<file path="config.mk">
export PLATFORM = sky130hd
export DESIGN_NAME = wb_block_master_flat
export DESIGN_NICKNAME = d
export VERILOG_FILES = /design/src/rtl/wb_block_master_pkg.sv /design/src/rtl/wb_block_master_if.sv /design/src/rtl/wb_block_master_rd_skid.sv /design/src/rtl/wb_block_master.sv /design/src/flat_wrapper.sv
export SDC_FILE = /design/constraint.sdc
export NUM_CORES = 1
export LEC_CHECK = 0
export ABC_AREA = 1
export CELL_PAD_IN_SITES_DETAIL_PLACEMENT = 1
export CELL_PAD_IN_SITES_GLOBAL_PLACEMENT = 2
export CORE_MARGIN = 2
export CORE_UTILIZATION = 20
export CTS_BUF_LIST = sky130_fd_sc_hd__clkbuf_4
export DETAILED_ROUTE_END_ITERATION = 12
export PLACE_DENSITY_LB_ADDON = 0.1
export SETUP_SLACK_MARGIN = 0.4
export SYNTH_ARGS = -nofsm -noshare
export SYNTH_HDL_FRONTEND = slang
export SYNTH_SLANG_ARGS = --single-unit
</file>
<file path="constraint.sdc">
create_clock -name clk -period 3.4 [get_ports clk]
set_input_delay 0.85 -clock clk [delete_from_list [all_inputs] [get_ports clk]]
set_output_delay 0.85 -clock clk [all_outputs]
set_load 0.05 [all_outputs]
</file>
<file path="src/rtl/wb_block_master_pkg.sv">
// Shared types and constants for the Wishbone block master: FSM states,
// Wishbone cycle-type / burst-type codes and default widths.
package wb_master_pkg;

    typedef enum logic [1:0] {
        IDLE,
        XFER,
        GAP,
        DONE
    } state_t;

    localparam int CTIw = 3;
    localparam int BTEw = 2;

    localparam logic [CTIw-1:0] CTI_CLASSIC = 3'b000;
    localparam logic [CTIw-1:0] CTI_INC     = 3'b010;
    localparam logic [CTIw-1:0] CTI_END     = 3'b111;
    localparam logic [BTEw-1:0] BTE_LINEAR  = 2'b00;

endpackage

</file>
<file path="src/rtl/wb_block_master_if.sv">
// Wishbone master/slave bus bundle; the master modport is the block
// master's view, the slave modport the view of a RAM or interconnect port.
interface wb_block_master_if
    import wb_master_pkg::*;
#(
    parameter int Dw = 32,
    parameter int Aw = 10
);
    localparam int SELw = Dw / 8;

    logic [Dw-1:0]   m_dat_o;
    logic [SELw-1:0] m_sel_o;
    logic [Aw-1:0]   m_addr_o;
    logic [CTIw-1:0] m_cti_o;
    logic [BTEw-1:0] m_bte_o;
    logic            m_stb_o;
    logic            m_cyc_o;
    logic            m_we_o;
    logic [Dw-1:0]   m_dat_i;
    logic            m_ack_i;
    logic            m_err_i;
    logic            m_rty_i;

    modport master (
        output m_dat_o, m_sel_o, m_addr_o, m_cti_o, m_bte_o,
        output m_stb_o, m_cyc_o, m_we_o,
        input  m_dat_i, m_ack_i, m_err_i, m_rty_i
    );

    modport slave (
        input  m_dat_o, m_sel_o, m_addr_o, m_cti_o, m_bte_o,
        input  m_stb_o, m_cyc_o, m_we_o,
        output m_dat_i, m_ack_i, m_err_i, m_rty_i
    );

endinterface

</file>
<file path="src/rtl/wb_block_master_rd_skid.sv">
// wb_rd_skid: one-entry valid/ready data register buffering read beats
// between the Wishbone bus and the local read stream.
module wb_rd_skid #(
    parameter int Dw = 32
) (
    input  logic          clk,
    input  logic          reset,
    input  logic          in_valid,
    input  logic [Dw-1:0] in_data,
    output logic          in_ready,
    output logic          out_valid,
    output logic [Dw-1:0] out_data,
    input  logic          out_ready
);

    logic          full;
    logic [Dw-1:0] data_q;

    // Accept a new word when empty, or when the held word leaves this cycle.
    assign in_ready  = ~full | out_ready;
    assign out_valid = full;
    assign out_data  = data_q;

    always_ff @(posedge clk or negedge reset) begin
        if (!reset) begin
            full <= 1'b0;
        end else if (in_valid && in_ready) begin
            full <= 1'b1;
        end else if (out_ready) begin
            full <= 1'b0;
        end
    end

    // NOTE: the payload register is deliberately left without reset; 'full'
    // qualifies it, so resetting it would only add reset fan-out.
    always_ff @(posedge clk) begin
        if (in_valid && in_ready) begin
            data_q <= in_data;
        end
    end

endmodule

</file>
<file path="src/rtl/wb_block_master.sv">
// Wishbone initiator running block read/write commands of consecutive words.
// Define WB_BLOCK_MASTER_BURST_EN for incrementing bursts; default is classic.
module wb_block_master
    import wb_master_pkg::*;
#(
    parameter int Dw   = 32,
    parameter int Aw   = 10,
    parameter int LENw = 8
) (
    input  logic             clk,
    input  logic             reset,
    input  logic             cmd_valid,
    output logic             cmd_ready,
    input  logic             cmd_we,
    input  logic [Aw-1:0]    cmd_addr,
    input  logic [LENw-1:0]  cmd_len,
    input  logic [Dw-1:0]    wr_data,
    input  logic             wr_valid,
    output logic             wr_ready,
    output logic [Dw-1:0]    rd_data,
    output logic             rd_valid,
    input  logic             rd_ready,
    output logic             busy,
    output logic             done,
    output logic             err,
    wb_block_master_if.master wb
);

`ifdef WB_BLOCK_MASTER_BURST_EN
    localparam bit BURST = 1'b1;
`else
    localparam bit BURST = 1'b0;
`endif

    state_t          state, state_nxt;
    logic            armed;
    logic            we_q;
    logic            err_q;
    logic [Aw-1:0]   addr_q;
    logic [LENw-1:0] remaining;
    logic            skid_ready;
    logic            accept;
    logic            last_beat;
    logic            beat_ack, beat_rty, beat_err;

    // 'armed' keeps cmd_ready low until the first edge after reset release.
    assign cmd_ready = armed & (state == IDLE);
    assign accept    = cmd_valid & cmd_ready;
    assign busy      = (state != IDLE);
    assign done      = (state == DONE);
    assign err       = err_q;
    assign last_beat = (remaining == LENw'(1));

    // Slave response priority: err > rty > ack.
    assign beat_err = wb.m_stb_o & wb.m_err_i;
    assign beat_rty = wb.m_stb_o & wb.m_rty_i & ~wb.m_err_i;
    assign beat_ack = wb.m_stb_o & wb.m_ack_i & ~wb.m_err_i & ~wb.m_rty_i;

    assign wb.m_cyc_o  = (state == XFER) | (state == GAP);
    assign wb.m_stb_o  = (state == XFER) & (we_q ? wr_valid : skid_ready);
    assign wb.m_we_o   = we_q & wb.m_cyc_o;
    assign wb.m_addr_o = addr_q;
    assign wb.m_dat_o  = (wb.m_stb_o & we_q) ? wr_data : '0;
    assign wb.m_sel_o  = '1;
    assign wb.m_bte_o  = BTE_LINEAR;
    assign wb.m_cti_o  = (BURST && wb.m_cyc_o) ? (last_beat ? CTI_END : CTI_INC)
                                               : CTI_CLASSIC;

    assign wr_ready = beat_ack & we_q;

    wb_rd_skid #(.Dw(Dw)) u_rd_skid (
        .clk       (clk),
        .reset     (reset),
        .in_valid  (beat_ack & ~we_q),
        .in_data   (wb.m_dat_i),
        .in_ready  (skid_ready),
        .out_valid (rd_valid),
        .out_data  (rd_data),
        .out_ready (rd_ready)
    );

    always_comb begin
        // NOTE: the default comes first so every path assigns state_nxt and
        // no latch is inferred.
        state_nxt = state;
        unique case (state)
            IDLE: begin
                if (accept) begin
                    state_nxt = (cmd_len == '0) ? DONE : XFER;
                end
            end
            XFER: begin
                if (beat_err || (beat_ack && last_beat)) begin
                    state_nxt = DONE;
                end else if (beat_rty || (beat_ack && !BURST)) begin
                    state_nxt = GAP;
                end
            end
            GAP:     state_nxt = XFER;
            DONE:    state_nxt = IDLE;
            default: state_nxt = IDLE;
        endcase
    end

    always_ff @(posedge clk or negedge reset) begin
        if (!reset) begin
            state     <= IDLE;
            armed     <= 1'b0;
            we_q      <= 1'b0;
            err_q     <= 1'b0;
            addr_q    <= '0;
            remaining <= '0;
        end else begin
            // NOTE: non-blocking assignments so every register here samples
            // the pre-edge values, independent of statement order.
            state <= state_nxt;
            armed <= 1'b1;
            if (accept) begin
                we_q      <= cmd_we;
                addr_q    <= cmd_addr;
                remaining <= cmd_len;
                err_q     <= 1'b0;
            end else if (beat_err) begin
                err_q <= 1'b1;
            end else if (beat_ack) begin
                addr_q    <= addr_q + Aw'(1);
                remaining <= remaining - LENw'(1);
            end
        end
    end

endmodule

</file>
<file path="src/flat_wrapper.sv">
// flat-port wrapper written by rule: the top's interface ports become plain ports
module wb_block_master_flat import wb_master_pkg::*;
#(
    parameter int Dw   = 32,
    parameter int Aw   = 10,
    parameter int LENw = 8
)
  (clk, reset, cmd_valid, cmd_ready, cmd_we, cmd_addr, cmd_len, wr_data, wr_valid, wr_ready, rd_data, rd_valid, rd_ready, busy, done, err, wb_m_dat_o, wb_m_sel_o, wb_m_addr_o, wb_m_cti_o, wb_m_bte_o, wb_m_stb_o, wb_m_cyc_o, wb_m_we_o, wb_m_dat_i, wb_m_ack_i, wb_m_err_i, wb_m_rty_i);
  wb_block_master_if #(.Dw(Dw), .Aw(Aw)) wb_i ();
  input  logic clk;
  input  logic reset;
  input  logic cmd_valid;
  output logic cmd_ready;
  input  logic cmd_we;
  input  logic [Aw-1:0] cmd_addr;
  input  logic [LENw-1:0] cmd_len;
  input  logic [Dw-1:0] wr_data;
  input  logic wr_valid;
  output logic wr_ready;
  output logic [Dw-1:0] rd_data;
  output logic rd_valid;
  input  logic rd_ready;
  output logic busy;
  output logic done;
  output logic err;
  output wire logic [$bits(wb_i.m_dat_o)-1:0] wb_m_dat_o;
  output wire logic [$bits(wb_i.m_sel_o)-1:0] wb_m_sel_o;
  output wire logic [$bits(wb_i.m_addr_o)-1:0] wb_m_addr_o;
  output wire logic [$bits(wb_i.m_cti_o)-1:0] wb_m_cti_o;
  output wire logic [$bits(wb_i.m_bte_o)-1:0] wb_m_bte_o;
  output wire logic [$bits(wb_i.m_stb_o)-1:0] wb_m_stb_o;
  output wire logic [$bits(wb_i.m_cyc_o)-1:0] wb_m_cyc_o;
  output wire logic [$bits(wb_i.m_we_o)-1:0] wb_m_we_o;
  input wire logic [$bits(wb_i.m_dat_i)-1:0] wb_m_dat_i;
  input wire logic [$bits(wb_i.m_ack_i)-1:0] wb_m_ack_i;
  input wire logic [$bits(wb_i.m_err_i)-1:0] wb_m_err_i;
  input wire logic [$bits(wb_i.m_rty_i)-1:0] wb_m_rty_i;
  assign wb_m_dat_o = wb_i.m_dat_o;
  assign wb_m_sel_o = wb_i.m_sel_o;
  assign wb_m_addr_o = wb_i.m_addr_o;
  assign wb_m_cti_o = wb_i.m_cti_o;
  assign wb_m_bte_o = wb_i.m_bte_o;
  assign wb_m_stb_o = wb_i.m_stb_o;
  assign wb_m_cyc_o = wb_i.m_cyc_o;
  assign wb_m_we_o = wb_i.m_we_o;
  assign wb_i.m_dat_i = wb_m_dat_i;
  assign wb_i.m_ack_i = wb_m_ack_i;
  assign wb_i.m_err_i = wb_m_err_i;
  assign wb_i.m_rty_i = wb_m_rty_i;
  wb_block_master #(.Dw(Dw), .Aw(Aw), .LENw(LENw)) u_core (.clk(clk), .reset(reset), .cmd_valid(cmd_valid), .cmd_ready(cmd_ready), .cmd_we(cmd_we), .cmd_addr(cmd_addr), .cmd_len(cmd_len), .wr_data(wr_data), .wr_valid(wr_valid), .wr_ready(wr_ready), .rd_data(rd_data), .rd_valid(rd_valid), .rd_ready(rd_ready), .busy(busy), .done(done), .err(err), .wb(wb_i));
endmodule
</file>
==> impl_metrics.tcl, run 1 <==
set metrics [dict create \
    synthCells 311 \
    hp-start "u_core.state[1]$_DFFE_PN0P_" \
    r2r_end "u_core.u_rd_skid.out_data[15]$_DFFE_PP_" \
    maxSlewViolCount 0 \
    die_h_um 122.5 \
    post_cts_buffers 0 \
    drc_errors 0 \
    vias 2693 \
    dpl.hpwl_um 7825 \
    syn_to_final_growth_pct 93.18 \
    rrSetupSlack_ps 1360 \
    crit_slowest_cell "dfrtp_1" \
    antenna_cells 0 \
    critPathRequiredTime_ps 2550 \
    yosysUniqueCellTypes 25 \
    vias_per_cell 4.007 \
    yosysSeqAreaShare_pct 55.64 \
    startpoint_type "register" \
    gp_congestion 0.7250 \
    num-fill-cells 1576 \
    first_pass_iters 3 \
    path_max_fanout 8 \
    finalCritPeriodShare_pct 83.36 \
    design_area_sq_um 5421 \
    fmax_ghz 0.3528 \
    drt_iter0_drc 143 \
    io_pins 183 \
    slowest_delay_ps 430 \
    die_x_um 122.5 \
    drive_gt1_share_pct 19.11 \
    synth_area_sq_um 2806 \
    cts.sinks 56 \
    hold_buffers 0 \
    cts_root_buffer "clkbuf_4" \
    hold_viol 0 \
    core_sq_um 13770 \
    crit_top_cell "nor2_4" \
    grt_pass1_wl_um 15070 \
    synth.avg_cell_area_sq_um 9.024 \
    die_area_sq_um 15000 \
    worstMarginPinSlew_ps 700.5 \
    holdPathEnd "u_core.state[1]$_DFFE_PN0P_" \
    holdPathStages 2 \
    grt_pass1_vias 2694 \
    path_clk_slew_ps 180 \
    endpoint_kind "output port" \
    initial_core_util_pct 20.38 \
    crit_chain "inv_1 -> ha_1 -> nand2_2 -> nor2_4 -> nand2_4 -> clkbuf_16 -> nor2_4 -> buf_12" \
    dp_cells 661 \
    rr_startpoint "u_core.state[1]$_DFFE_PN0P_" \
    critical_path_class "reg -> out" \
    total_power_mw 3.448 \
    antenna_left 0 \
    cts_max_level 2 \
    crit_buf_inv 3 \
    p_per_area_nw_per_um2 636.0 \
    cp_top_family "buffers and inverters" \
    maxCapViolCount 0 \
    grt_overflow 0 \
    fp-row-count 43 \
    rsz0062_at_grt "yes" \
    cts_buffer_depth 2 \
    nNetsFinal 589 \
    setup_viol 0 \
    place_area_sq_um 5069 \
    antenna_found_initial 0 \
    hp-class "reg -> reg" \
    wl_um 10340 \
    max_slew_margin_pct 53.25 \
    cts_buffers 5 \
    ys_ff_latch 56 \
    ir_drop_mv 0.3114 \
    stdcell_count 672 \
    tns_ps 0 \
    port_buffers 173 \
    grt.total_usage_pct 12.99 \
    wl_per_cell_um 15.38 \
    clock_latency_ps 410 \
    finClkSkew_ps 8.585 \
    cp.arrival_ps 1980 \
    period_minus_slack_ps 2834 \
    cts_tree "yes" \
    worstRegToRegCells 8 \
    p_leak_nw 2.272 \
    status "completed" \
    finish.utilization_pct 39.36 \
    yosys_warnings 0 \
    grt_start_max_net_pins 33 \
]
## flip-flops by register name, summed over array words and instances (netlist names)
register / count
u_core.u_rd_skid.out_data: 32
u_core.wb.m_addr_o: 10
u_core.remaining: 8
u_core.state: 2
u_core.armed: 1
u_core.err: 1
u_core.u_rd_skid.out_valid: 1
u_core.we_q: 1
## power breakdown
group	switching, mW	internal [mW]
Clock	0.243	0.0863
Combinational	1.27	0.839
Sequential	0.149	0.860
Total	1.66	1.78
## through the flow
stage	hold slack (ps)	worst slack [ps]
2_1_floorplan	465.6	137.2
3_3_place_gp	495.4	241.1
3_5_place_dp	495.5	232.5
4_1_cts	533.6	325.8
5_1_grt	570.5	385.7
6_report	524.5	565.6
## worst register-to-register path, delay by kind of cell, from the launching register on
family        cells  cell delay (ps)
simple gates      4              380
buf+inv           3              670
fa+ha+maj         1              240
flops             1              430
## final cells by class
cell class	count	area (sq um)	share of cell area (%)
multi-input combinational	192	1171	21.60
tap	180	225.2	4.154
timing repair buffer	181	2195	40.48
inverter	55	206.4	3.808
clock inverter	3	25.02	0.4616
clock buffer	5	37.54	0.6924
sequential	56	1562	28.80
## per-layer routing
metal	up-vias	share of wire [%]	global-route usage (%)
met4	0	0.84	2.802
li1	1308	-	-
met3	8	8.5	3.996
met1	1278	42	16.96
met5	-	0	0
met2	99	49	21.18
## cells in the mapped netlist, drive strengths merged
cell type,count,area share [%]
buf,15,3.7
xor2,7,2.2
inv,55,7.4
nor3,1,0.18
ha,7,3.1
nor2,52,7.2
edfxtp,32,34
nand2,70,10
o22ai,1,0.22
a21oi,1,0.18
conb,2,0.27
nand3,15,2.7
clkbuf,1,0.13
nand4,3,0.67
o211ai,14,3.7
dfrtp,24,21
o21ai,5,0.89
o31ai,1,0.27
xnor2,5,1.6
## logic make-up after synthesis
family,share of synthesized area [%]
simple gates,20.73
fa+ha+maj,3.121
buf+inv,11.19
other cells,0.2676
compound gates,5.305
xor+xnor,3.745
flops,55.64
## placed cells by master (no fill, tap or decap)
cell type / netlist / layout
a21oi_1: 1 / 1
buf_12: 0 / 35
buf_4: 9 / 4
buf_8: 0 / 1
clkbuf_16: 0 / 2
clkbuf_4: 0 / 5
clkdlybuf4s50_1: 0 / 133
clkinvlp_4: 0 / 1
conb_1: 2 / 10
dfrtp_1: 24 / 24
dlygate4sd2_1: 0 / 2
dlymetal6s2s_1: 0 / 4
edfxtp_1: 32 / 32
ha_1: 7 / 7
inv_1: 54 / 53
inv_2: 1 / 2
inv_6: 0 / 2
nand2_1: 67 / 64
nand2_2: 1 / 3
nand2_4: 2 / 3
nand3_1: 15 / 15
nand4_1: 3 / 3
nor2_1: 51 / 16
nor2_2: 0 / 13
nor2_4: 1 / 23
nor3_1: 1 / 1
o211ai_1: 14 / 14
o21ai_0: 5 / 5
o22ai_1: 1 / 1
o31ai_1: 1 / 1
xnor2_1: 5 / 5
xor2_1: 7 / 7
## worst max path at each step
stage	startpoint	end	slack (ps)	cells after the start
floorplan	wr_valid	wb_m_dat_o[10]	140	7
global placement	rd_ready	wb_m_dat_o[24]	240	9
detailed placement	wr_valid	wb_m_dat_o[12]	230	9
CTS	wr_valid	wb_m_dat_o[6]	330	9
global route	u_core.state[1]$_DFFE_PN0P_	wb_m_dat_o[8]	390	8
finish	u_core.state[1]$_DFFE_PN0P_	wb_m_dat_o[8]	570	8
## repair_timing
action                                  4_1_cts  5_1_grt
pin swaps                                     0        2
gates cloned                                  0        3
resized for setup                            41       29
endpoints found under the setup margin       35       35
(Power assumes the default switching activity.)
==> inputs of run 2 (changes only) <==
clock period = 2.88 ns   (was 3.4 ns; I/O delays follow)
==> impl_metrics.tcl, run 2 (synthesis gave the netlist of run 1 again) <==
set metrics [dict create \
    status "completed" \
    die_area_sq_um 15000 \
    hold_buffers 0 \
    first_pass_iters 4 \
    worstRegToRegCells 9 \
    maxCapViolCount 0 \
    ir_drop_mv 0.3608 \
    setup_viol 0 \
    worstMarginPinSlew_ps 573.1 \
    holdPathEnd "u_core.err$_DFFE_PN0P_" \
    grt.total_usage_pct 13.61 \
    initial_core_util_pct 20.38 \
    rrSetupSlack_ps 960 \
    cts_max_level 2 \
    fmax_ghz 0.3904 \
    p_leak_nw 2.404 \
    p_seq_share_pct 28.3 \
    path_clk_slew_ps 160 \
    cts_tree "yes" \
    num-fill-cells 1556 \
    grt_pass1_wl_um 15750 \
    cts.sinks 56 \
    vias_per_cell 4.029 \
    final_common_cell "clkdlybuf4s50_1" \
    clockPowerShare_pct 8.6 \
    antenna_cells 0 \
    gp_congestion 0.7030 \
    finalCritPeriodShare_pct 88.94 \
    die_x_um 122.5 \
    finClkSkew_ps 11.33 \
    holdPathStages 2 \
    wl_per_cell_um 14.98 \
    p_sw_share_pct 47.66 \
    rr_startpoint "u_core.we_q$_DFFE_PN0P_" \
    tns_ps 0 \
    cts_buffer_depth 2 \
    design_area_sq_um 5684 \
    period_minus_slack_ps 2561 \
    wl_um 10230 \
    max_slew_margin_pct 61.68 \
    critical_path_class "in -> out" \
    p_comb_share_pct 63.1 \
    drt_iter0_drc 148 \
    grt_start_max_net_pins 33 \
    final_cell_mix "clkdlybuf4s50_1, nand2_1, inv_1" \
    clock_latency_ps 390 \
    place_area_sq_um 5409 \
    rsz0062_at_grt "yes" \
    die_h_um 122.5 \
    endpoint_kind "output port" \
    antenna_left 0 \
    path_max_fanout 8 \
    regArea_sq_um 1564 \
    core_sq_um 13770 \
    hp-class "reg -> reg" \
    drc_errors 0 \
    finish.utilization_pct 41.27 \
    vias 2752 \
    syn_to_final_growth_pct 102.5 \
    total_power_mw 4.237 \
    hp-start "u_core.err$_DFFE_PN0P_" \
    drive_gt1_share_pct 23.26 \
    grt_overflow 0 \
    antenna_found_initial 0 \
    critPathRequiredTime_ps 2160 \
    cts_root_buffer "clkbuf_4" \
    p_per_area_nw_per_um2 745.4 \
    multi_input_area_sq_um 1286 \
    cp.arrival_ps 1840 \
    grt_pass1_vias 2840 \
    cts_buffers 5 \
    startpoint_type "input pin" \
    io_pins 183 \
    largest_register_ffs 32 \
    port_buffers 173 \
    switching_power_mw 2.020 \
    fp-row-count 43 \
    nNetsFinal 600 \
    power.internal_mw 2.218 \
    maxSlewViolCount 0 \
    dpl.hpwl_um 7979 \
    hold_viol 0 \
    r2r_end "u_core.u_rd_skid.out_data[20]$_DFFE_PP_" \
]
## run 2: cell types whose count changed in the layout (fill, tap and decap cells not counted), moves of 2 or more
cell / change
buf_6: +2
buf_12: +3
buf_16: +3
nand2_8: +2
dfrtp_1: -2
dlymetal6s2s_1: +3
clkdlybuf4s50_1: -9
buf_4: +6
nor2_4: +14
buf_2: +3
clkbuf_16: -2
dfrtp_2: +2
nor2_2: -13
inv_1: -2
## run 2: power by group through the flow
stage	clock network (mW)	logic (mW)	registers [mW]
floorplan	0	1.27	1.49
global placement	0	2.48	1.22
detailed placement	0	2.51	1.22
CTS	0.395	2.70	1.20
global route	0.419	2.88	1.23
finish	0.362	2.67	1.20
## run 2: metrics by stage
stage                     hold WS (ps)  setup WS, ps  instances
after floorplan                  424.4         275.3        319
after global placement           497.9        -21.21        666
after detailed placement         507.3        -48.44        666
after CTS                        544.7         283.7        682
after global routing             574.3         217.6        683
final                            541.0         318.5        683
## run 2: final cells by class
| class | count | share of cell area, % |
|---|---|---|
| repair buffers | 192 | 40.99 |
| clock inverters | 3 | 0.3962 |
| multi-input cells | 192 | 22.63 |
| flip-flops and latches | 56 | 27.51 |
| inverters | 55 | 3.852 |
| well taps | 180 | 3.962 |
| clock buffers | 5 | 0.6604 |
## run 2: worst max-delay path: stages
cell and delay, ps:
dlygate4sd2_1 210, inv_2 40, nand2_2 70, nand2_4 60
nor2_4 150, nand2_8 140, buf_12 180, nor2_4 120
buf_12 140
## run 2: layer usage
metal,wire [um],GRT usage [%]
met1,4180,17.15
met2,4928,22.33
met3,966,4.647
met4,155,3.448
met5,0,0
## run 2: worst max path at each step
stage,startpoint,slack [ps],to
after CTS,u_core.state[1]$_DFFE_PN0P_,280,wb_m_dat_o[19]
after global placement,rd_ready,-20,wb_m_dat_o[31]
final,wr_valid,320,wb_m_dat_o[18]
after detailed placement,rd_ready,-50,wb_m_dat_o[31]
after global routing,u_core.state[1]$_DFFE_PN0P_,220,wb_m_dat_o[17]
after floorplan,rd_ready,280,wb_m_dat_o[11]
## run 2: timing repair
action | in CTS | in global routing
pin swaps | 11 | 12
setup endpoints to repair | 39 | 42
buffers inserted | 5 | 1
gates cloned | 3 | 0
resized for setup | 37 | 20
